`config.mk`:
```
export PLATFORM = sky130hd
export DESIGN_NAME = arbitro_sumador
export DESIGN_NICKNAME = d
export VERILOG_FILES = /design/src/rtl/arbitro_sumador_pkg.sv /design/src/rtl/arbitro_sumador_pick.sv /design/src/rtl/arbitro_sumador.sv
export SDC_FILE = /design/constraint.sdc
export NUM_CORES = 1
export LEC_CHECK = 0
export CAP_MARGIN = 20
export CORE_MARGIN = 5
export CORE_UTILIZATION = 42
export DETAILED_ROUTE_END_ITERATION = 12
export GPL_ROUTABILITY_DRIVEN = 0
export PLACE_DENSITY_LB_ADDON = 0.15
export SETUP_SLACK_MARGIN = 0.4
export SLEW_MARGIN = 20
export SYNTH_ARGS = -nofsm -noshare
export SYNTH_HDL_FRONTEND = slang
export SYNTH_SLANG_ARGS = --single-unit
```
`constraint.sdc`:
```
create_clock -name clk -period 9.26 [get_ports clk]
set_input_delay 1.852 -clock clk [delete_from_list [all_inputs] [get_ports clk]]
set_output_delay 1.852 -clock clk [all_outputs]
set_load 0.05 [all_outputs]
```
`src/rtl/arbitro_sumador_pkg.sv`:
```
// Shared definitions for the round-robin adder arbiter: state encoding,
// default sizes and the pointer increment helper.
package arbitro_sumador_pkg;

  localparam int unsigned NUM_REQ_DEF = 4;
  localparam int unsigned DATA_W_DEF  = 32;

  localparam logic [0:0] ST_EMPTY = 1'b0;
  localparam logic [0:0] ST_FULL  = 1'b1;

  // Next round-robin index, wrapping at n.
  function automatic int unsigned rr_next(input int unsigned idx, input int unsigned n);
    return (idx + 1 >= n) ? 0 : idx + 1;
  endfunction

endpackage

```
`src/rtl/arbitro_sumador_pick.sv`:
```
// Combinational round-robin priority search: the first set request at or
// after ptr (wrapping) wins when en is high.
module arb_rr_pick
  import arbitro_sumador_pkg::*;
#(
  parameter int unsigned NUM_REQ = NUM_REQ_DEF,
  parameter int unsigned ID_W    = $clog2(NUM_REQ)
) (
  input  logic [NUM_REQ-1:0] req,
  input  logic [ID_W-1:0]    ptr,
  input  logic               en,
  output logic [NUM_REQ-1:0] grant,
  output logic [ID_W-1:0]    idx,
  output logic               any
);

  logic [NUM_REQ-1:0] rot;
  logic [NUM_REQ-1:0] sh;

  // Rotate so ptr lands on bit 0, then take the lowest set offset.
  always_comb begin
    grant = '0;
    idx   = '0;
    any   = 1'b0;
    sh    = '0;
    rot   = NUM_REQ'({req, req} >> ptr);
    for (int unsigned i = 0; i < NUM_REQ; i++) begin
      sh = rot >> i;
      if (en && !any && sh[0]) begin
        idx = ID_W'((32'(ptr) + i) % NUM_REQ);
        any = 1'b1;
      end
    end
    if (any) grant = NUM_REQ'(1) << idx;
  end

endmodule

```
`src/rtl/arbitro_sumador.sv`:
```
// Shared adder with round-robin requester arbitration and a registered,
// back-pressurable response. SUMADOR_ARB_CARRY_EN adds the resp_carry port.
module arbitro_sumador
  import arbitro_sumador_pkg::*;
#(
  parameter  int unsigned NUM_REQ = NUM_REQ_DEF,
  parameter  int unsigned DATA_W  = DATA_W_DEF,
  localparam int unsigned ID_W    = $clog2(NUM_REQ)
) (
  input  logic                      clk,
  input  logic                      rst_n,
  input  logic [NUM_REQ-1:0]        req_valid,
  input  logic [NUM_REQ*DATA_W-1:0] req_a,
  input  logic [NUM_REQ*DATA_W-1:0] req_b,
  output logic [NUM_REQ-1:0]        req_ready,
  output logic                      resp_valid,
  output logic [ID_W-1:0]           resp_id,
  output logic [DATA_W-1:0]         resp_result,
  input  logic                      resp_ready,
  output logic                      busy
`ifdef SUMADOR_ARB_CARRY_EN
  ,
  output logic                      resp_carry
`endif
);

  logic [0:0]         state;
  logic [0:0]         state_nxt;
  logic [ID_W-1:0]    ptr;
  logic [ID_W-1:0]    win;
  logic [NUM_REQ-1:0] grant;
  logic               any;
  logic               can_accept;
  logic [DATA_W-1:0]  a_sel;
  logic [DATA_W-1:0]  b_sel;

  assign can_accept = !resp_valid || resp_ready;

  // rst_n gates the enable so nothing is granted while reset is held.
  arb_rr_pick #(
    .NUM_REQ (NUM_REQ),
    .ID_W    (ID_W)
  ) u_pick (
    .req   (req_valid),
    .ptr   (ptr),
    .en    (can_accept && rst_n),
    .grant (grant),
    .idx   (win),
    .any   (any)
  );

  assign req_ready = grant;

  assign a_sel = DATA_W'(req_a >> (32'(win) * DATA_W));
  assign b_sel = DATA_W'(req_b >> (32'(win) * DATA_W));

`ifdef SUMADOR_ARB_CARRY_EN
  logic [DATA_W:0] sum;
  assign sum = {1'b0, a_sel} + {1'b0, b_sel};
`else
  logic [DATA_W-1:0] sum;
  assign sum = a_sel + b_sel;
`endif

  always_ff @(posedge clk or negedge rst_n) begin
    if (!rst_n) state <= ST_EMPTY;
    else        state <= state_nxt;
  end

  // A grant always fills the register; it drains only on an ungranted consume.
  always_comb begin
    state_nxt = state;
    case (state)
      ST_EMPTY: if (any) state_nxt = ST_FULL;
      ST_FULL:  if (!any && resp_ready) state_nxt = ST_EMPTY;
      default:  state_nxt = ST_EMPTY;
    endcase
  end

  assign resp_valid = (state == ST_FULL);
  assign busy       = resp_valid;

  always_ff @(posedge clk or negedge rst_n) begin
    if (!rst_n) begin
      ptr         <= '0;
      resp_id     <= '0;
      resp_result <= '0;
`ifdef SUMADOR_ARB_CARRY_EN
      resp_carry  <= 1'b0;
`endif
    end else if (any) begin
      ptr         <= ID_W'(rr_next(32'(win), NUM_REQ));
      resp_id     <= win;
      resp_result <= sum[DATA_W-1:0];
`ifdef SUMADOR_ARB_CARRY_EN
      resp_carry  <= sum[DATA_W];
`endif
    end
  end

endmodule

```
==> results_dict.tcl, run 1 <==
set metrics [dict create \
    status "completed" \
    cts_htree_levels 2 \
    multi_input_area_mm2 0.00385 \
    hold_viol 0 \
    cap_violations 0 \
    coreArea_mm2 0.0119 \
    antenna_left 0 \
    p_leak_nw 3.58 \
    worst_hold_path_type "flop to flop" \
    via_per_inst 5.39 \
    clock-skew-final_ns 0.00285 \
    nets 1357 \
    crit_slowest_cell "buf_2" \
    p_int_mw 0.825 \
    combinationalPowerShare 0.732 \
    grt_first_pass_wirelength_um 31900 \
    firstDrtPassIters 5 \
    ioPinCount 303 \
    track_usage 0.277 \
    yosys-top-cells-area "nand2_1 (23%), dfrtp_1 (18%), ha_1 (9.0%), a31oi_1 (8.2%), and3_1 (8.1%)" \
    ys_seq_area_frac 0.184 \
    clkPwrFrac 0.101 \
    fin_crit_ns 6.93 \
    drt_iter0_markers 308 \
    finalSetupViolCount 0 \
    portBuffers 302 \
    n_fill_cell 1076 \
    startpoint_type "primary input" \
    vias 6489 \
    p_switching_mw 0.838 \
    cts_root_buf "clkbuf_16" \
    overflow 0 \
    cp_common_cell "nand2_1" \
    dieArea_mm2 0.0142 \
    pre_cts_ws_ns 2.09 \
    whs_ns 0.479 \
    ys_types 55 \
    syn_nets 1096 \
    syn2layout_area_growth_pct 63.7 \
    ctsResizeCount 0 \
    cts_hold_buf 0 \
    seq_power_share 0.167 \
    cts_buffers 5 \
    critPathArrivalTime_ns 7.10 \
    antenna_found_initial 0 \
    clk_path_buf_depth 2 \
    n_antenna_cell 0 \
    rsz0062_at_grt "false" \
    initial_core_util 0.424 \
    seq_area_um2 926 \
    synthTopCellsByCount "nand2_1 (307), a31oi_1 (66), and3_1 (65), a21oi_1 (39), o21ai_0 (38)" \
    synthArstFlopShare 1.00 \
    final_max_slew_viol_count 0 \
    synth-warning-count 0 \
    worst_path_largest_cell_delay_ns 0.63 \
    post-route-drc-count 0 \
    clock-sinks 37 \
    yosysTopAreaCellShare 0.229 \
    postCtsSetupBuffers 0 \
    drive_gt1_frac 0.0255 \
    clk_pin_slew_worst_paths_ns 0.05 \
    synthFlopType "dfrtp_1" \
    cts_tree "yes" \
    p_sw_frac 0.504 \
    post_drt_wl_per_cell_um 17.2 \
    ys_seq_elements 37 \
    path_cells "buf_2 -> nand2_1 -> a2111oi_4 -> buf_4 -> inv_4 -> buf_4 -> nand2_1 -> and3_1 -> a31oi_1 -> ha_1 -> fa_1 -> a21oi_1 -> o211ai_2 -> nand3_1 -> a211oi_2 -> a311o_2 -> a211oi_2 -> mux2i_1 -> nand2_1" \
    die_w_um 119 \
    finalCritPeriodShare 0.748 \
    crit_type "primary input to flop" \
    worst_pin_slew_ns 0.828 \
    post-synth-top-count-cell "nand2_1" \
    path_max_fanout 74 \
    yosysTopAreaCell "nand2_1" \
    setup_ws_ns 2.33 \
    cp.required_ns 9.43 \
    grt_start_max_net_pins 86 \
    fmax_mhz 144 \
    syn_area_mm2 0.00502 \
    synth_edf_count 0 \
    worst_setup_path_end_kind "flop" \
    std_cell_rows 40 \
    drt-total-wl_um 20700 \
    grt_pass1_vias 6006 \
    peakVddDrop_mv 0.0954 \
    syn_inst 796 \
    setup_tns_ns 0 \
    clock_latency_ns 0.28 \
    maxSlewHeadroom 0.448 \
    power_density_mw_per_mm2 202 \
    die_h_um 119 \
    hpwl_um 16600 \
    avgSynthCellArea_um2 6.31 \
]
[area by class of cell]
cell class / instances / area share
multi-input combinational: 690 / 0.468
sequential: 37 / 0.113
clock buffer: 7 / 0.0173
timing repair buffer: 308 / 0.373
tap: 147 / 0.0224
inverter: 15 / 0.00715
[worst max-delay path: cells and delay by family]
family	cells	cell delay [ns]
AO/OA/AOI/OAI	7	1.57
buffers and inverters	4	1.89
multiplexers	1	0.23
AND/OR/NAND/NOR	5	0.80
adder cells (fa/ha/maj)	2	0.68
[cells in the final DEF (no fill, tap or decap), types with 4 or more instances in the layout]
| master | count |
|---|---|
| a211oi_1 | 5 |
| a21o_1 | 8 |
| a21oi_1 | 39 |
| a31oi_1 | 66 |
| and2_1 | 6 |
| and3_1 | 65 |
| buf_4 | 6 |
| clkbuf_16 | 5 |
| clkdlybuf4s50_1 | 301 |
| dfrtp_1 | 37 |
| ha_1 | 36 |
| inv_1 | 13 |
| nand2_1 | 307 |
| nand2b_1 | 5 |
| nand3_1 | 7 |
| nand4_1 | 4 |
| nor2_1 | 17 |
| nor3_1 | 5 |
| o211ai_1 | 5 |
| o21ai_0 | 38 |
| o31ai_1 | 6 |
| xnor2_1 | 14 |
| xor2_1 | 11 |
[worst paths after layout]
| check | startpoint | to | slack [ns] | depth (start not counted) |
|---|---|---|---|---|
| min in group asynchronous | rst_n | ptr[0]$_DFFE_PN0P_ | 1.66 | 1 |
| worst min register to register | resp_result[13]$_DFFE_PN0P_ | resp_result[13]$_DFFE_PN0P_ | 0.48 | 2 |
| worst min-delay path | resp_result[13]$_DFFE_PN0P_ | resp_result[13]$_DFFE_PN0P_ | 0.48 | 2 |
| worst max register to register | ptr[1]$_DFFE_PN0P_ | resp_result[31]$_DFFE_PN0P_ | 3.87 | 18 |
| worst max-delay path | rst_n | resp_result[30]$_DFFE_PN0P_ | 2.33 | 19 |
| max in group asynchronous | rst_n | resp_id[1]$_DFFE_PN0P_ | 7.07 | 1 |
[routing by layer]
layer | track usage | share of wire | up-vias
li1 | - | - | 3289
met1 | 0.367 | 0.43 | 2859
met2 | 0.439 | 0.45 | 307
met3 | 0.0817 | 0.098 | 34
met4 | 0.0752 | 0.023 | 0
met5 | 0 | 0 | -
[cell families (layout without fill, tap and decap cells)]
kind of cell	count (synthesis)	count (layout)	share of synthesized area
simple gates	432	432	0.378
compound gates	194	194	0.243
buf+inv	69	330	0.0540
fa+ha+maj	37	37	0.0936
flops	37	37	0.184
xor+xnor	25	25	0.0436
mux	2	2	0.00423
[power by group through the flow]
stage          registers, mW  logic, mW  clock network [mW]
2_1_floorplan          0.518      0.551                   0
3_3_place_gp           0.279       1.20                   0
3_5_place_dp           0.282       1.21                   0
4_1_cts                0.280       1.21               0.171
5_1_grt                0.288       1.32               0.178
6_report               0.278       1.22               0.168
[sequential cells by signal (all words and copies together) (netlist names)]
name         cells
busy             1
ptr              2
resp_id          2
resp_result     32
[stage by stage]
| stage | instances | power, mW | util | area (um^2) |
|---|---|---|---|---|
| 2_1_floorplan | 796 | 1.07 | - | 5020 |
| 6_report | 1204 | 1.66 | 0.693 | 8220 |
| 4_1_cts | 1204 | 1.66 | 0.693 | 8220 |
| 3_3_place_gp | 1197 | 1.47 | 0.681 | 8070 |
| 5_1_grt | 1204 | 1.78 | 0.693 | 8220 |
| 3_5_place_dp | 1197 | 1.49 | 0.681 | 8070 |
No activity file was read; power rests on OpenSTA's default activity.
==> run 2, diff against run 1 <==
- CORE_UTILIZATION: 42 -> 39
- clock period: 9.26 -> 7.15 ns (I/O delays scaled with it)
==> run 2 against run 1 <==
  * Design area up 1.2%
  * Critical path depth down 11
  * Sequential power grew 29%
  * Clock power increased by 68%
  * Critical endpoint is now req_ready[2]
  * Largest cell class unchanged
  * Global-route usage down 1.5 points
==> results_dict.tcl, run 2 (synthesis results as in run 1) <==
set metrics [dict create \
    status "completed" \
    std_cell_rows 41 \
    peakVddDrop_mv 0.127 \
    n_antenna_cell 0 \
    maxSlewHeadroom 0.439 \
    post-route-drc-count 0 \
    drive_gt1_frac 0.0283 \
    path_cells "clkdlybuf4s50_1 -> nand2b_1 -> nand2_1 -> or3_2 -> inv_2 -> ha_1 -> and2_1 -> clkdlybuf4s50_1" \
    die_w_um 123 \
    setup_tns_ns 0 \
    place_area_mm2 0.00812 \
    syn2layout_area_growth_pct 65.6 \
    finalCritPeriodShare 0.826 \
    worst_setup_path_end_kind "primary output" \
    grt_first_pass_wirelength_um 31600 \
    combinationalPowerShare 0.712 \
    fin_crit_ns 5.90 \
    p_leak_nw 3.62 \
    cts_htree_levels 2 \
    critPathBufInv 3 \
    cts_tree "yes" \
    path_max_fanout 44 \
    cts_hold_buf 0 \
    instances_no_fill 1231 \
    worst_path_largest_cell_delay_ns 0.81 \
    clock-skew-final_ns 0.00263 \
    grt_start_max_net_pins 131 \
    finalSetupViolCount 0 \
    rsz0062_at_grt "false" \
    fin_total_pwr_mw 2.22 \
    antenna_left 0 \
    ioPinCount 303 \
    antenna_found_initial 0 \
    startpoint_type "primary input" \
    cp_common_cell "clkdlybuf4s50_1" \
    power_density_mw_per_mm2 267 \
    overflow 0 \
    crit_slowest_cell "clkdlybuf4s50_1" \
    final_area_mm2 0.00832 \
    layout_commonest_cell "nand2_1" \
    cts_root_buf "clkbuf_16" \
    path_delay_family "buffers and inverters" \
    firstDrtPassIters 5 \
    hpwl_um 16900 \
    reg_top3 "resp_result (32), ptr (2), resp_id (2)" \
    final_max_slew_viol_count 0 \
    via_per_inst 5.31 \
    drt_iter0_markers 387 \
    critPathArrivalTime_ns 4.47 \
    nets 1358 \
    cp.required_ns 5.72 \
    p_sw_frac 0.489 \
    grt_pass1_vias 6105 \
    fin_util 0.659 \
    place_inst 1223 \
    clk_pin_slew_worst_paths_ns 0.06 \
    clk_path_buf_depth 2 \
    worst_pin_slew_ns 0.841 \
    postCtsSetupBuffers 0 \
    clock-sinks 37 \
    p_switching_mw 1.09 \
    fmax_mhz 169 \
    clkPwrFrac 0.127 \
    crit_type "primary input to primary output" \
    hold_viol 0 \
    largest_reg_flops 32 \
    portBuffers 302 \
    final_cell_mix "nand2_1 (307), clkdlybuf4s50_1 (301), a31oi_1 (66), and3_1 (65), a21oi_1 (39)" \
    die_h_um 123 \
    post_drt_wl_per_cell_um 17.2 \
    coreArea_mm2 0.0126 \
    cap_violations 0 \
    worst_hold_path_type "flop to flop" \
    vias 6535 \
    seq_power_share 0.161 \
    drt-total-wl_um 21200 \
    p_int_mw 1.13 \
    regMostFlops "resp_result" \
    dieArea_mm2 0.0153 \
    initial_core_util 0.398 \
    track_usage 0.262 \
    clock_latency_ns 0.28 \
    ctsResizeCount 0 \
    cts_buffers 5 \
]
## run 2: cell count changes in the layout (fill, tap and decap cells not counted), sizes merged
cell    previous run  this run
clkinv             0         1
clkbuf             7         5
bufinv             0         2
buf                7         8
## run 2: path summary, 6_finish.rpt
check | startpoint | end | slack, ns | cells past startpoint
min reg2reg | resp_result[0]$_DFFE_PN0P_ | resp_result[0]$_DFFE_PN0P_ | 0.48 | 2
max | resp_ready | req_ready[2] | 1.25 | 8
min | resp_result[0]$_DFFE_PN0P_ | resp_result[0]$_DFFE_PN0P_ | 0.48 | 2
min in group asynchronous | rst_n | resp_result[31]$_DFFE_PN0P_ | 1.24 | 2
max reg2reg | ptr[1]$_DFFE_PN0P_ | resp_result[31]$_DFFE_PN0P_ | 2.40 | 17
max in group asynchronous | rst_n | resp_result[2]$_DFFE_PN0P_ | 5.58 | 2
## run 2: metrics by stage
stage / hold WS (ns) / worst slack, ns
floorplan: 0.495 / 2.17
global placement: 0.459 / 1.26
detailed placement: 0.470 / 1.16
CTS: 0.483 / 1.24
global route: 0.510 / 1.03
finish: 0.478 / 1.25
## run 2: per-layer routing
layer  GRT usage  up-vias  wire length [um]
met5           0        -                 0
met4      0.0637        0               441
met3      0.0741       24              2250
met2       0.422      289              9570
met1       0.347     2922              8890
li1            -     3300                 -
## run 2: layout make-up
type                       count  area [um^2]
multi-input combinational    690         3850
timing repair buffer         309         3080
fill                        1143         4300
clock inverter                 3         65.1
sequential                    37          926
tap                          172          215
clock buffer                   5          125
inverter                      15         58.8
## run 2: power by group through the flow
stage | sequential (mW) | combinational [mW] | clock, mW
final | 0.358 | 1.58 | 0.282
after global routing | 0.371 | 1.71 | 0.294
after CTS | 0.360 | 1.58 | 0.287
after detailed placement | 0.363 | 1.57 | 0
after global placement | 0.359 | 1.55 | 0
after floorplan | 0.671 | 0.714 | 0
## run 2: worst min-delay path, delay by kind of cell (launching register included)
kind / cells / cell delay [ns]
flip-flops: 1 / 0.34
AND/OR/NAND/NOR: 2 / 0.10
